==> src/rtl/rx_frame.sv <==
// rx_frame: receiving end of the one-bit-per-clock serial link.
//
// Line format, one bit per clock and no oversampling:
//   start (0), DATA_W data bits LSB first, INSTR_W instruction bits LSB first, stop (1).
// The transmitter and this receiver run on the same clock.
//
// Ports:
//   clock        system clock, all state on its rising edge
//   reset_n      asynchronous active-low reset
//   rx_in        serial line, idles high
//   dado         last good data field
//   instrucao    last good instruction field
//   data_valid   one-cycle strobe: dado/instrucao were just updated
//   frame_error  one-cycle strobe: stop bit was sampled as 0
//   busy         high while a frame is in progress (DATA and STOP states)
//   bit_count    debug: index of the next payload bit, 0..DATA_W+INSTR_W
//   frame_count  debug: number of good frames, wraps silently

module rx_frame #(
    parameter int unsigned DATA_W  = 4,
    parameter int unsigned INSTR_W = 4,
    parameter int unsigned CNT_W   = 8
) (
    input  logic               clock,
    input  logic               reset_n,
    input  logic               rx_in,
    output logic [DATA_W-1:0]  dado,
    output logic [INSTR_W-1:0] instrucao,
    output logic               data_valid,
    output logic               frame_error,
    output logic               busy,
    output logic [3:0]         bit_count,
    output logic [CNT_W-1:0]   frame_count
);

    localparam int unsigned PAY_W    = DATA_W + INSTR_W;
    // bit_count is a fixed 4-bit debug port, so the payload must fit in 15 bits.
    localparam logic [3:0]  LAST_BIT = 4'(PAY_W - 1);

    typedef enum logic [1:0] {
        StIdle     = 2'd0,
        StData     = 2'd1,
        StStop     = 2'd2,
        StWaitHigh = 2'd3
    } state_e;

    state_e             state_q, state_d;
    logic               rx_q;
    logic [PAY_W-1:0]   shift_q, shift_d;
    logic [3:0]         bit_cnt_q, bit_cnt_d;
    logic [DATA_W-1:0]  dado_q, dado_d;
    logic [INSTR_W-1:0] instr_q, instr_d;
    logic               valid_q, valid_d;
    logic               ferr_q, ferr_d;
    logic [CNT_W-1:0]   cnt_q, cnt_d;

    // State register and the single input flop; the FSM only ever looks at rx_q.
    always_ff @(posedge clock or negedge reset_n) begin
        if (!reset_n) begin
            rx_q      <= 1'b1;
            state_q   <= StIdle;
            shift_q   <= '0;
            bit_cnt_q <= '0;
            dado_q    <= '0;
            instr_q   <= '0;
            valid_q   <= 1'b0;
            ferr_q    <= 1'b0;
            cnt_q     <= '0;
        end else begin
            rx_q      <= rx_in;
            state_q   <= state_d;
            shift_q   <= shift_d;
            bit_cnt_q <= bit_cnt_d;
            dado_q    <= dado_d;
            instr_q   <= instr_d;
            valid_q   <= valid_d;
            ferr_q    <= ferr_d;
            cnt_q     <= cnt_d;
        end
    end

    always_comb begin
        state_d   = state_q;
        shift_d   = shift_q;
        bit_cnt_d = bit_cnt_q;
        dado_d    = dado_q;
        instr_d   = instr_q;
        valid_d   = 1'b0;
        ferr_d    = 1'b0;
        cnt_d     = cnt_q;

        case (state_q)
            StIdle: begin
                if (!rx_q) begin
                    state_d   = StData;
                    bit_cnt_d = '0;
                end
            end

            StData: begin
                // Drop the sampled bit at its payload position; the loop keeps
                // the select index within the register width.
                for (int unsigned i = 0; i < PAY_W; i++) begin
                    if (bit_cnt_q == 4'(i)) begin
                        shift_d[i] = rx_q;
                    end
                end
                bit_cnt_d = bit_cnt_q + 4'd1;
                if (bit_cnt_q == LAST_BIT) begin
                    state_d = StStop;
                end
            end

            StStop: begin
                bit_cnt_d = '0;
                if (rx_q) begin
                    dado_d  = shift_q[DATA_W-1:0];
                    instr_d = shift_q[PAY_W-1:DATA_W];
                    valid_d = 1'b1;
                    cnt_d   = cnt_q + CNT_W'(1);
                    // Straight to IDLE so a start bit right after the stop bit is caught.
                    state_d = StIdle;
                end else begin
                    ferr_d  = 1'b1;
                    state_d = StWaitHigh;
                end
            end

            StWaitHigh: begin
                // A line stuck low after a bad stop bit must not look like new starts.
                if (rx_q) begin
                    state_d = StIdle;
                end
            end

            default: begin
                state_d   = StIdle;
                bit_cnt_d = '0;
            end
        endcase
    end

    assign dado        = dado_q;
    assign instrucao   = instr_q;
    assign data_valid  = valid_q;
    assign frame_error = ferr_q;
    assign busy        = (state_q == StData) || (state_q == StStop);
    assign bit_count   = bit_cnt_q;
    assign frame_count = cnt_q;

endmodule
==> config.mk <==
export PLATFORM = sky130hd
export DESIGN_NAME = rx_frame
export DESIGN_NICKNAME = d
export VERILOG_FILES = /design/src/rtl/rx_frame.sv
export SDC_FILE = /design/constraint.sdc
export NUM_CORES = 1
export LEC_CHECK = 0
export CORE_MARGIN = 3
export CORE_UTILIZATION = 55
export CTS_BUF_LIST = sky130_fd_sc_hd__clkbuf_8
export CTS_CLUSTER_SIZE = 40
export DETAILED_ROUTE_END_ITERATION = 10
export PLACE_DENSITY = 0.82
export SETUP_SLACK_MARGIN = 0.02
export SLEW_MARGIN = 20
export SYNTH_ARGS = -nofsm -noshare
export SYNTH_HDL_FRONTEND = slang
export SYNTH_SLANG_ARGS = --single-unit
==> constraint.sdc <==
create_clock -name clock -period 3.7 [get_ports clock]
set_input_delay 0.74 -clock clock [delete_from_list [all_inputs] [get_ports clock]]
set_output_delay 0.74 -clock clock [all_outputs]
set_load 0.05 [all_outputs]
* After elaboration in Yosys (flattened, before gate mapping)
Index checks and enable logic that the tools add are counted.
Widths: inputs -> output; s select.
** Word-level totals
- Register bits after elaboration :: 33
- Output and inout port bits :: 23
- Word-level logic and storage cells :: 57
** Cells by class
- Add/sub/neg operators :: 2
- Equal/unequal tests :: 13
- Mux-type cells :: 11
- Reductions and logical operators :: 15
** Operator list (number)
- $reduce_and 2->1 :: 10
- $eq 4x3->1 const B :: 4
- $pmux 4 s3 :: 1
- $add 8x1->8 const B :: 1
- $eq 4x2->1 const B :: 2
- $mux 2 :: 4
- $pmux 2 s4 :: 1
- $ne 2x2->1 const B :: 3
- $add 4x1->4 const B :: 1
- $eq 2x2->1 const B :: 2
- $eq 4x1->1 const B :: 1
- $logic_not 4->1 :: 1
- $mux 1 :: 4
- $mux 4 :: 1
- $reduce_and 3->1 :: 1
- $reduce_bool 3->1 :: 1
- $eq 2x1->1 const B :: 1
- $logic_not 2->1 :: 1
- $logic_or 1x1->1 :: 1

* Longest topological paths before layout
Gate-level depths: netlist of run 1.
- Depth in word-level cells :: 3
- Mapped depth :: 7
- Depth with buffers taken out :: 6

* Worst setup path before layout of run 1
OpenSTA, ideal clock, no wires.
- Kind :: reg2out
- Start :: register state_q[1]
- End :: output busy
- Arrival :: 1.042 ns
- Data required time :: 2.960 ns
- Setup slack :: 1.918 ns
- Cell stages (with the launch flop) :: 3
- Buffers on the path :: 0
- Path through :: dfrtp_1 -> inv_1 -> ha_1
** Between the ends
- Longest elaborated chain between the ends :: 2
- Elaborated cells on any way between the ends :: 3
- Those cells by class :: eq/ne: 2; reduce/logical: 1
** Ends and longest elaborated chain
- from (decl) :: RTL line 47 : state_e state_q, state_d;
- from (signal assigned) :: RTL line 61 : state_q <= StIdle;
- from (signal assigned) :: RTL line 71 : state_q <= state_d;
- $eq 2x1->1 or $eq 2x2->1 (tied branches) :: RTL line 147 : assign busy = (state_q == StData) || (state_q == StStop);
- $logic_or 1x1->1 * :: RTL line 147
- to (decl) :: RTL line 31 : output logic busy,
Mark *: on every way between the ends. The rest lies on a longest branch, timed or not.

* Worst setup path in the final report of run 1
Ends and elaborated chain as after synthesis.

==> flow_metrics.tcl, run 1 <==
set metrics [dict create \
    setup_viol 0 \
    ys_seq_elements 33 \
    cp-end-kind "output port" \
    die_w_microns 59.7 \
    drt_iter0_markers 15 \
    clk_root_buffer_cell "clkbuf_8" \
    drive_gt1_share_pct 11.2 \
    synthArstFlopShare_pct 100 \
    viasPerCell 5.33 \
    drc 0 \
    dp_hpwl_microns 1910 \
    ys_types 30 \
    core_sq_um 2610 \
    wl_microns 2730 \
    ctsHoldBuffers 0 \
    arrival_ps 1900 \
    status "finished clean" \
    drv_slew 0 \
    htreeDepth 2 \
    max-slew-margin-rel_pct 66.2 \
    critPathKind "reg2out" \
    post_cts_resized 0 \
    antenna_left 0 \
    hold_violations 0 \
    die_y_microns 59.7 \
    fin_skew_ps 4.06 \
    grt_pass1_vias 1119 \
    grt_pass1_wl_microns 4800 \
    cts.path.max_buffers 2 \
    timing.hold.ws_ps 469 \
    syn_nets 154 \
    cts.sinks 33 \
    num_antenna_cells 0 \
    cp_max_fo 5 \
    syn_inst 140 \
    min_period_over_period_pct 71.3 \
    placement.io_buffers 25 \
    place_congestion 0.755 \
    wl_per_cell_microns 13.7 \
    rows 18 \
    grt_max_degree 34 \
    period_minus_slack_ps 2640 \
    max_freq_ghz 0.379 \
    syn_area_sq_um 1590 \
    yosys_warnings 0 \
    dr.pass1.iters 4 \
    seq_area_frac_synth_pct 52.1 \
    groute.usage.overall_pct 18.0 \
    rsz0062_at_grt "false" \
    area_growth_pct 21.5 \
    tightest_slew_ps 505 \
    initial_utilization_pct 60.7 \
    grt_remaining_overflow 0 \
    cts.clk_slew.worst_paths_ps 60 \
    fp.dieArea_sq_um 3570 \
    yosys-top-cells-area "dfrtp_1 (50%), nand2_1 (8.8%), ha_1 (8.7%)" \
    crit_required_ps 2960 \
    synth_top_cell_by_area "dfrtp_1" \
    clk_latency_ps 280 \
    cts_tree "done" \
    antenna_found_initial 0 \
    r2r_cells 6 \
    cts_buffers 5 \
    avgSynthCellArea_sq_um 11.3 \
    vias 1060 \
    hp-start "shift_q[5]" \
    power_density_nw_per_um2 772 \
    io_pins 26 \
    startpoint_type "flop" \
    yosysTopAreaCellShare_pct 50.5 \
    startpoint "state_q[1]" \
    hold_path_class "reg2reg" \
    cts_setup_buffers 0 \
    ir_worst_vdd_uv 789 \
    synth-main-ff-cell "dfrtp_1" \
    synth_edf_count 0 \
    cap_violations 0 \
    nets 182 \
    holdPathStages 2 \
    setup_tns_ps 0 \
    reg2reg_from "state_q[0]" \
    p_leak_nw 0.948 \
]
-- state kept, by name (all words and copies together), names as in the netlist --
signal,cells
bit_count,4
dado,4
data_valid,1
frame_count,8
state_q,2
instrucao,4
frame_error,1
shift_q,8
rx_q,1
-- layout by cell type (no fill, tap or decap), drive strengths merged --
| cell type | instances |
|---|---|
| clkbuf | 5 |
| nor2 | 2 |
| o211ai | 1 |
| ha | 11 |
| nand2 | 37 |
| dfstp | 1 |
| a211oi | 1 |
| a21o | 1 |
| and4bb | 2 |
| a2bb2oi | 1 |
| o21ai | 3 |
| nand3b | 1 |
| nand4b | 3 |
| nand3 | 4 |
| inv | 8 |
| dfrtp | 32 |
| nand4 | 4 |
| buf | 1 |
| xnor2 | 7 |
| and3 | 3 |
| mux2 | 9 |
| nor3b | 1 |
| mux2i | 1 |
| a21oi | 2 |
| clkdlybuf4s50 | 25 |
| nor2b | 3 |
-- routing by layer --
| metal | up-vias | routed length (microns) | GRT usage [%] |
|---|---|---|---|
| met4 | 0 | 40 | 6.65 |
| li1 | 522 | - | - |
| met5 | - | 0 | 0 |
| met3 | 7 | 171 | 6.26 |
| met2 | 26 | 1310 | 29.8 |
| met1 | 505 | 1210 | 21.7 |
-- power by group --
part	internal (mW)	switching, mW	leakage (nW)
clock	0.125	0.118	0.0519
sequential	0.451	0.0837	0.437
combinational	0.269	0.442	0.459
-- per-stage QoR --
stage / total power [mW] / instance area [sq um] / util, % / worst slack [ps] / instances
2_1_floorplan: 1.06 / 1590 / - / 1920 / 140
5_1_grt: 1.58 / 1930 / 73.8 / 962 / 199
6_report: 1.49 / 1930 / 73.8 / 1060 / 199
3_3_place_gp: 1.23 / 1850 / 70.7 / 1400 / 191
4_1_cts: 1.50 / 1930 / 73.8 / 1050 / 199
3_5_place_dp: 1.25 / 1850 / 70.7 / 1360 / 191
-- cell families (layout without fill, tap and decap cells) --
logic type	count (synthesis)	after routing	synth area share, %
fa+ha+maj	11	11	8.67
xor+xnor	7	7	3.86
mux	10	10	8.20
compound gates	9	9	4.73
buf+inv	10	39	3.31
simple gates	60	60	19.1
flops	33	33	52.1
-- final cells by class --
| type | instances | area, sq um |
|---|---|---|
| multi-input cells | 97 | 707 |
| inverters | 5 | 18.8 |
| well taps | 30 | 37.5 |
| clock inverters | 3 | 11.3 |
| repair buffers | 26 | 258 |
| clock buffers | 5 | 68.8 |
| flip-flops and latches | 33 | 827 |
| fillers | 183 | 684 |
-- path summary, 6_finish.rpt --
| kind | end | slack, ps |
|---|---|---|
| hold / removal | instrucao[1] | 470 |
| setup reg to reg | frame_count[4] | 1880 |
| hold reg to reg | instrucao[1] | 470 |
| min in group asynchronous | frame_count[7] | 860 |
| max in group asynchronous | rx_q | 2510 |
| setup / recovery | busy | 1060 |
-- synthesized netlist by cell type (3+ instances only) --
master    count
nand2_1      37
dfrtp_1      32
ha_1         11
xnor2_1       7
mux2_4        5
inv_1         4
mux2_1        4
nand3_1       4
nand4_1       4
and3_1        3
buf_2         3
nand4b_1      3
-- critical path, cell delays in order, from the launching register on --
cell and delay, ps:
dfrtp_1 430, inv_1 110, ha_1 280, clkdlybuf4s50_1 790
Power figures use the tool's default switching activity.
==> run 2: changes to the inputs <==
clock period = 2.5 ns   (was 3.7 ns; I/O delays follow)
==> flow_metrics.tcl, run 2 (synthesized netlist as in run 1, its figures left out) <==
set metrics [dict create \
    status "finished clean" \
    vias 1066 \
    worst_slack_ps 97.3 \
    groute.usage.overall_pct 18.8 \
    fp.dieArea_sq_um 3570 \
    grt_pass1_vias 1047 \
    antenna_found_initial 0 \
    hold_violations 0 \
    grt_max_degree 34 \
    drive_gt1_share_pct 12.4 \
    power_density_nw_per_um2 1200 \
    timing.hold.ws_ps 466 \
    wl_per_cell_microns 14.2 \
    pre_cts_ws_ps 399 \
    finalNonFillerCells 199 \
    final_common_cell "nand2_1" \
    grt_pass1_wl_microns 4860 \
    drc 0 \
    critPathKind "reg2out" \
    dr.pass1.iters 4 \
    placement.io_buffers 25 \
    area_growth_pct 23.8 \
    viasPerCell 5.36 \
    num_antenna_cells 0 \
    arrival_ps 1900 \
    min_period_over_period_pct 96.1 \
    drt_iter0_markers 37 \
    nets 182 \
    dp.cells 191 \
    cp-end-kind "output port" \
    grt_remaining_overflow 0 \
    ir_worst_vdd_uv 1120 \
    rows 18 \
    crit_required_ps 2000 \
    max-slew-margin-rel_pct 66.5 \
    cts_buffers 5 \
    antenna_left 0 \
    finalPower_mw 2.35 \
    cts.clk_slew.worst_paths_ps 60 \
    io_pins 26 \
    die_w_microns 59.7 \
    htreeDepth 2 \
    dp_hpwl_microns 1980 \
    tightest_slew_ps 501 \
    fin_skew_ps 4.16 \
    max_freq_ghz 0.416 \
    fin_area_sq_um 1960 \
    period_minus_slack_ps 2400 \
    rsz0062_at_grt "false" \
    initial_utilization_pct 60.7 \
    wl_microns 2820 \
    cts.path.max_buffers 2 \
    critPathMaxStageDelay_ps 790 \
    cap_violations 0 \
    clk_latency_ps 280 \
    crit_path_cell_trace "inv_1 -> ha_1 -> clkdlybuf4s50_1" \
    hold_path_class "reg2reg" \
    drv_slew 0 \
    cts.sinks 33 \
    place_congestion 0.753 \
    post_cts_resized 0 \
    p_leak_nw 0.958 \
    clk_root_buffer_cell "clkbuf_8" \
    die_y_microns 59.7 \
    startpoint_type "flop" \
    slowest_stage "clkdlybuf4s50_1" \
    core_sq_um 2610 \
    cp_max_fo 5 \
    reg2reg_slack_ps 620 \
    ctsHoldBuffers 0 \
    final_cell_mix "nand2_1 (37), dfrtp_1 (32), clkdlybuf4s50_1 (25), ha_1 (11), xnor2_1 (7)" \
    final_util_pct 75.2 \
    cts_tree "done" \
    post_dp_cell_area_sq_um 1850 \
    setup_viol 0 \
    cts_setup_buffers 0 \
    setup_tns_ps 0 \
]
-- run 2: cell types whose count changed in the layout (fill, tap and decap cells not counted), sizes merged --
cell	previous run	this run
clkbuf	5	6
inv	8	6
bufinv	0	1
-- run 2: per-layer routing --
layer | share of wire [%] | vias to the layer above | routed length, microns | GRT usage [%]
met4 | 1.2 | 0 | 35 | 6.65
met2 | 48 | 26 | 1360 | 29.3
met5 | 0 | - | 0 | 0
met1 | 45 | 518 | 1270 | 23.6
li1 | - | 519 | - | -
met3 | 5.7 | 3 | 161 | 7.34
-- run 2: path summary, 6_finish.rpt --
| kind | from | to | cells after the start |
|---|---|---|---|
| setup / recovery | state_q[1] | busy | 3 |
| max in group asynchronous | reset_n | rx_q | 2 |
| min in group asynchronous | reset_n | shift_q[0] | 2 |
| setup reg to reg | state_q[1] | shift_q[6] | 5 |
| hold / removal | shift_q[5] | instrucao[1] | 2 |
| hold reg to reg | shift_q[5] | instrucao[1] | 2 |
-- run 2: power breakdown --
group          leakage, nW  switching [mW]  internal [mW]  total (mW)
combinational        0.459           0.661          0.398        1.06
sequential           0.437           0.122          0.668       0.790
clock               0.0626           0.184          0.321       0.505
total                0.958           0.968           1.39        2.35
-- run 2: layout make-up --
cell class              count  area, sq um
flip-flops and latches     33          827
clock buffers               6         82.6
fillers                   185          648
inverters                   5         18.8
well taps                  30         37.5
multi-input cells          97          707
clock inverters             2         33.8
repair buffers             26          258
-- run 2: critical path, delay by kind of cell, from the launching register on --
| family | cells | cell delay [ps] |
|---|---|---|
| flops | 1 | 430 |
| buf+inv | 2 | 900 |
| fa+ha+maj | 1 | 280 |
==> run 3: changes to the inputs <==
GPL_TIMING_DRIVEN = 0   (was unset)
==> flow_metrics.tcl, run 3 (synthesized netlist as in run 1, its figures left out) <==
set metrics [dict create \
    io_pins 26 \
    nets 186 \
    critPathKind "reg2out" \
    cts_buffers 5 \
    hold_path_class "in2async" \
    status "finished clean" \
    setup_tns_ps 0 \
    hold_violations 0 \
    p_leak_nw 0.973 \
    placement.io_buffers 25 \
    cap_violations 0 \
    power_density_nw_per_um2 1140 \
    setup_viol 0 \
    num_antenna_cells 0 \
    arrival_ps 1660 \
    cts.path.max_buffers 2 \
    startpoint "bit_count[3]" \
    vias 1083 \
    rsz0062_at_grt "false" \
    reg2reg_from "state_q[1]" \
    fin_area_sq_um 1950 \
    final_cell_mix "nand2_1 (37), dfrtp_1 (32), clkdlybuf4s50_1 (23), ha_1 (11), xnor2_1 (7)" \
    final_common_cell "nand2_1" \
    dp.cells 195 \
    wl_microns 2770 \
    r2r_cells 5 \
    cts.sinks 33 \
    crit_path_cell_trace "clkdlybuf4s50_1" \
    finalNonFillerCells 203 \
    r2r_end "shift_q[1]" \
    groute.usage.overall_pct 18.5 \
    viasPerCell 5.33 \
    initial_utilization_pct 60.7 \
    core_sq_um 2610 \
    cp_max_fo 10 \
    ir_worst_vdd_uv 1190 \
    drv_slew 0 \
    die_y_microns 59.7 \
    reg2reg_slack_ps 830 \
    die_w_microns 59.7 \
    wl_per_cell_microns 13.6 \
    max-slew-margin-rel_pct 53.2 \
    slowest_stage "clkdlybuf4s50_1" \
    grt_remaining_overflow 0 \
    drt_iter0_markers 44 \
    fp.dieArea_sq_um 3570 \
    cp-end-kind "output port" \
    cts.clk_slew.worst_paths_ps 70 \
    min_period_over_period_pct 86.5 \
    fin_skew_ps 5.88 \
    grt_pass1_vias 1089 \
    timing.hold.ws_ps 264 \
    area_growth_pct 23.2 \
    htreeDepth 2 \
    cts_tree "done" \
    dr.pass1.iters 4 \
    cp_top_family "buffers and inverters" \
    drive_gt1_share_pct 15.0 \
    crit_required_ps 2000 \
    ctsHoldBuffers 0 \
    drc 0 \
    clk_latency_ps 280 \
    grt_max_degree 34 \
    period_minus_slack_ps 2160 \
    grt_pass1_wl_microns 4840 \
    startpoint_type "flop" \
    clk_root_buffer_cell "clkbuf_8" \
    dp_hpwl_microns 2050 \
    max_freq_ghz 0.463 \
    worst-path-buf-inv 1 \
    place_congestion 0.810 \
    antenna_left 0 \
    critPathMaxStageDelay_ps 870 \
    post_dp_cell_area_sq_um 1870 \
    antenna_found_initial 0 \
    tightest_slew_ps 702 \
    rows 18 \
]
==> run 3: changes by cell type in the layout (fill, tap and decap cells not counted) <==
cell and delta:
dlymetal6s2s_1 +1, bufinv_16 -1, clkinv_2 +2, clkdlybuf4s50_1 -2, buf_6 +1, buf_2 +4, clkbuf_8 -1
==> run 3: metrics by stage <==
| stage | utilization, % | setup WS, ps | total power, mW |
|---|---|---|---|
| floorplan | - | 887 | 1.57 |
| global placement | 71.7 | 352 | 1.84 |
| detailed placement | 71.6 | 382 | 1.87 |
| CTS | 74.7 | 84.1 | 2.24 |
| global route | 74.8 | 276 | 2.37 |
| finish | 74.8 | 339 | 2.23 |
==> run 3: what timing repair did <==
action | 4_1_cts | 5_1_grt
setup buffers | 0 | 0
endpoints found under the setup margin | 0 | 1
gates resized for setup | 0 | 1
==> run 3: per-layer routing <==
metal,GRT usage [%],vias up,routed length (microns)
met2,29.3,32,1270
met1,23.0,505,1270
met4,9.18,0,84
met5,0,-,0
li1,-,534,-
met3,5.18,12,146
==> run 3: layout make-up <==
class                           instances  area [sq um]
Fill cell                             192           658
Clock inverter                          3          13.8
Multi-Input combinational cell         97           707
Inverter                                5          18.8
Timing Repair Buffer                   25           248
Clock buffer                            5          68.8
Buffer                                  5          33.8
Sequential cell                        33           827
Tap cell                               30          37.5
==> run 3: worst max path at each step <==
stage                   end  slack (ps)  cells past startpoint
2_1_floorplan    shift_q[3]         890                      3
3_3_place_gp     shift_q[6]         350                      1
3_5_place_dp           busy         380                      3
4_1_cts                busy          80                      3
5_1_grt        bit_count[3]         280                      1
6_report       bit_count[3]         340                      1
==> run 3: power breakdown <==
| part | internal [mW] | switching (mW) | total (mW) |
|---|---|---|---|
| registers | 0.668 | 0.119 | 0.787 |
| logic | 0.407 | 0.663 | 1.07 |
| clock network | 0.188 | 0.180 | 0.368 |
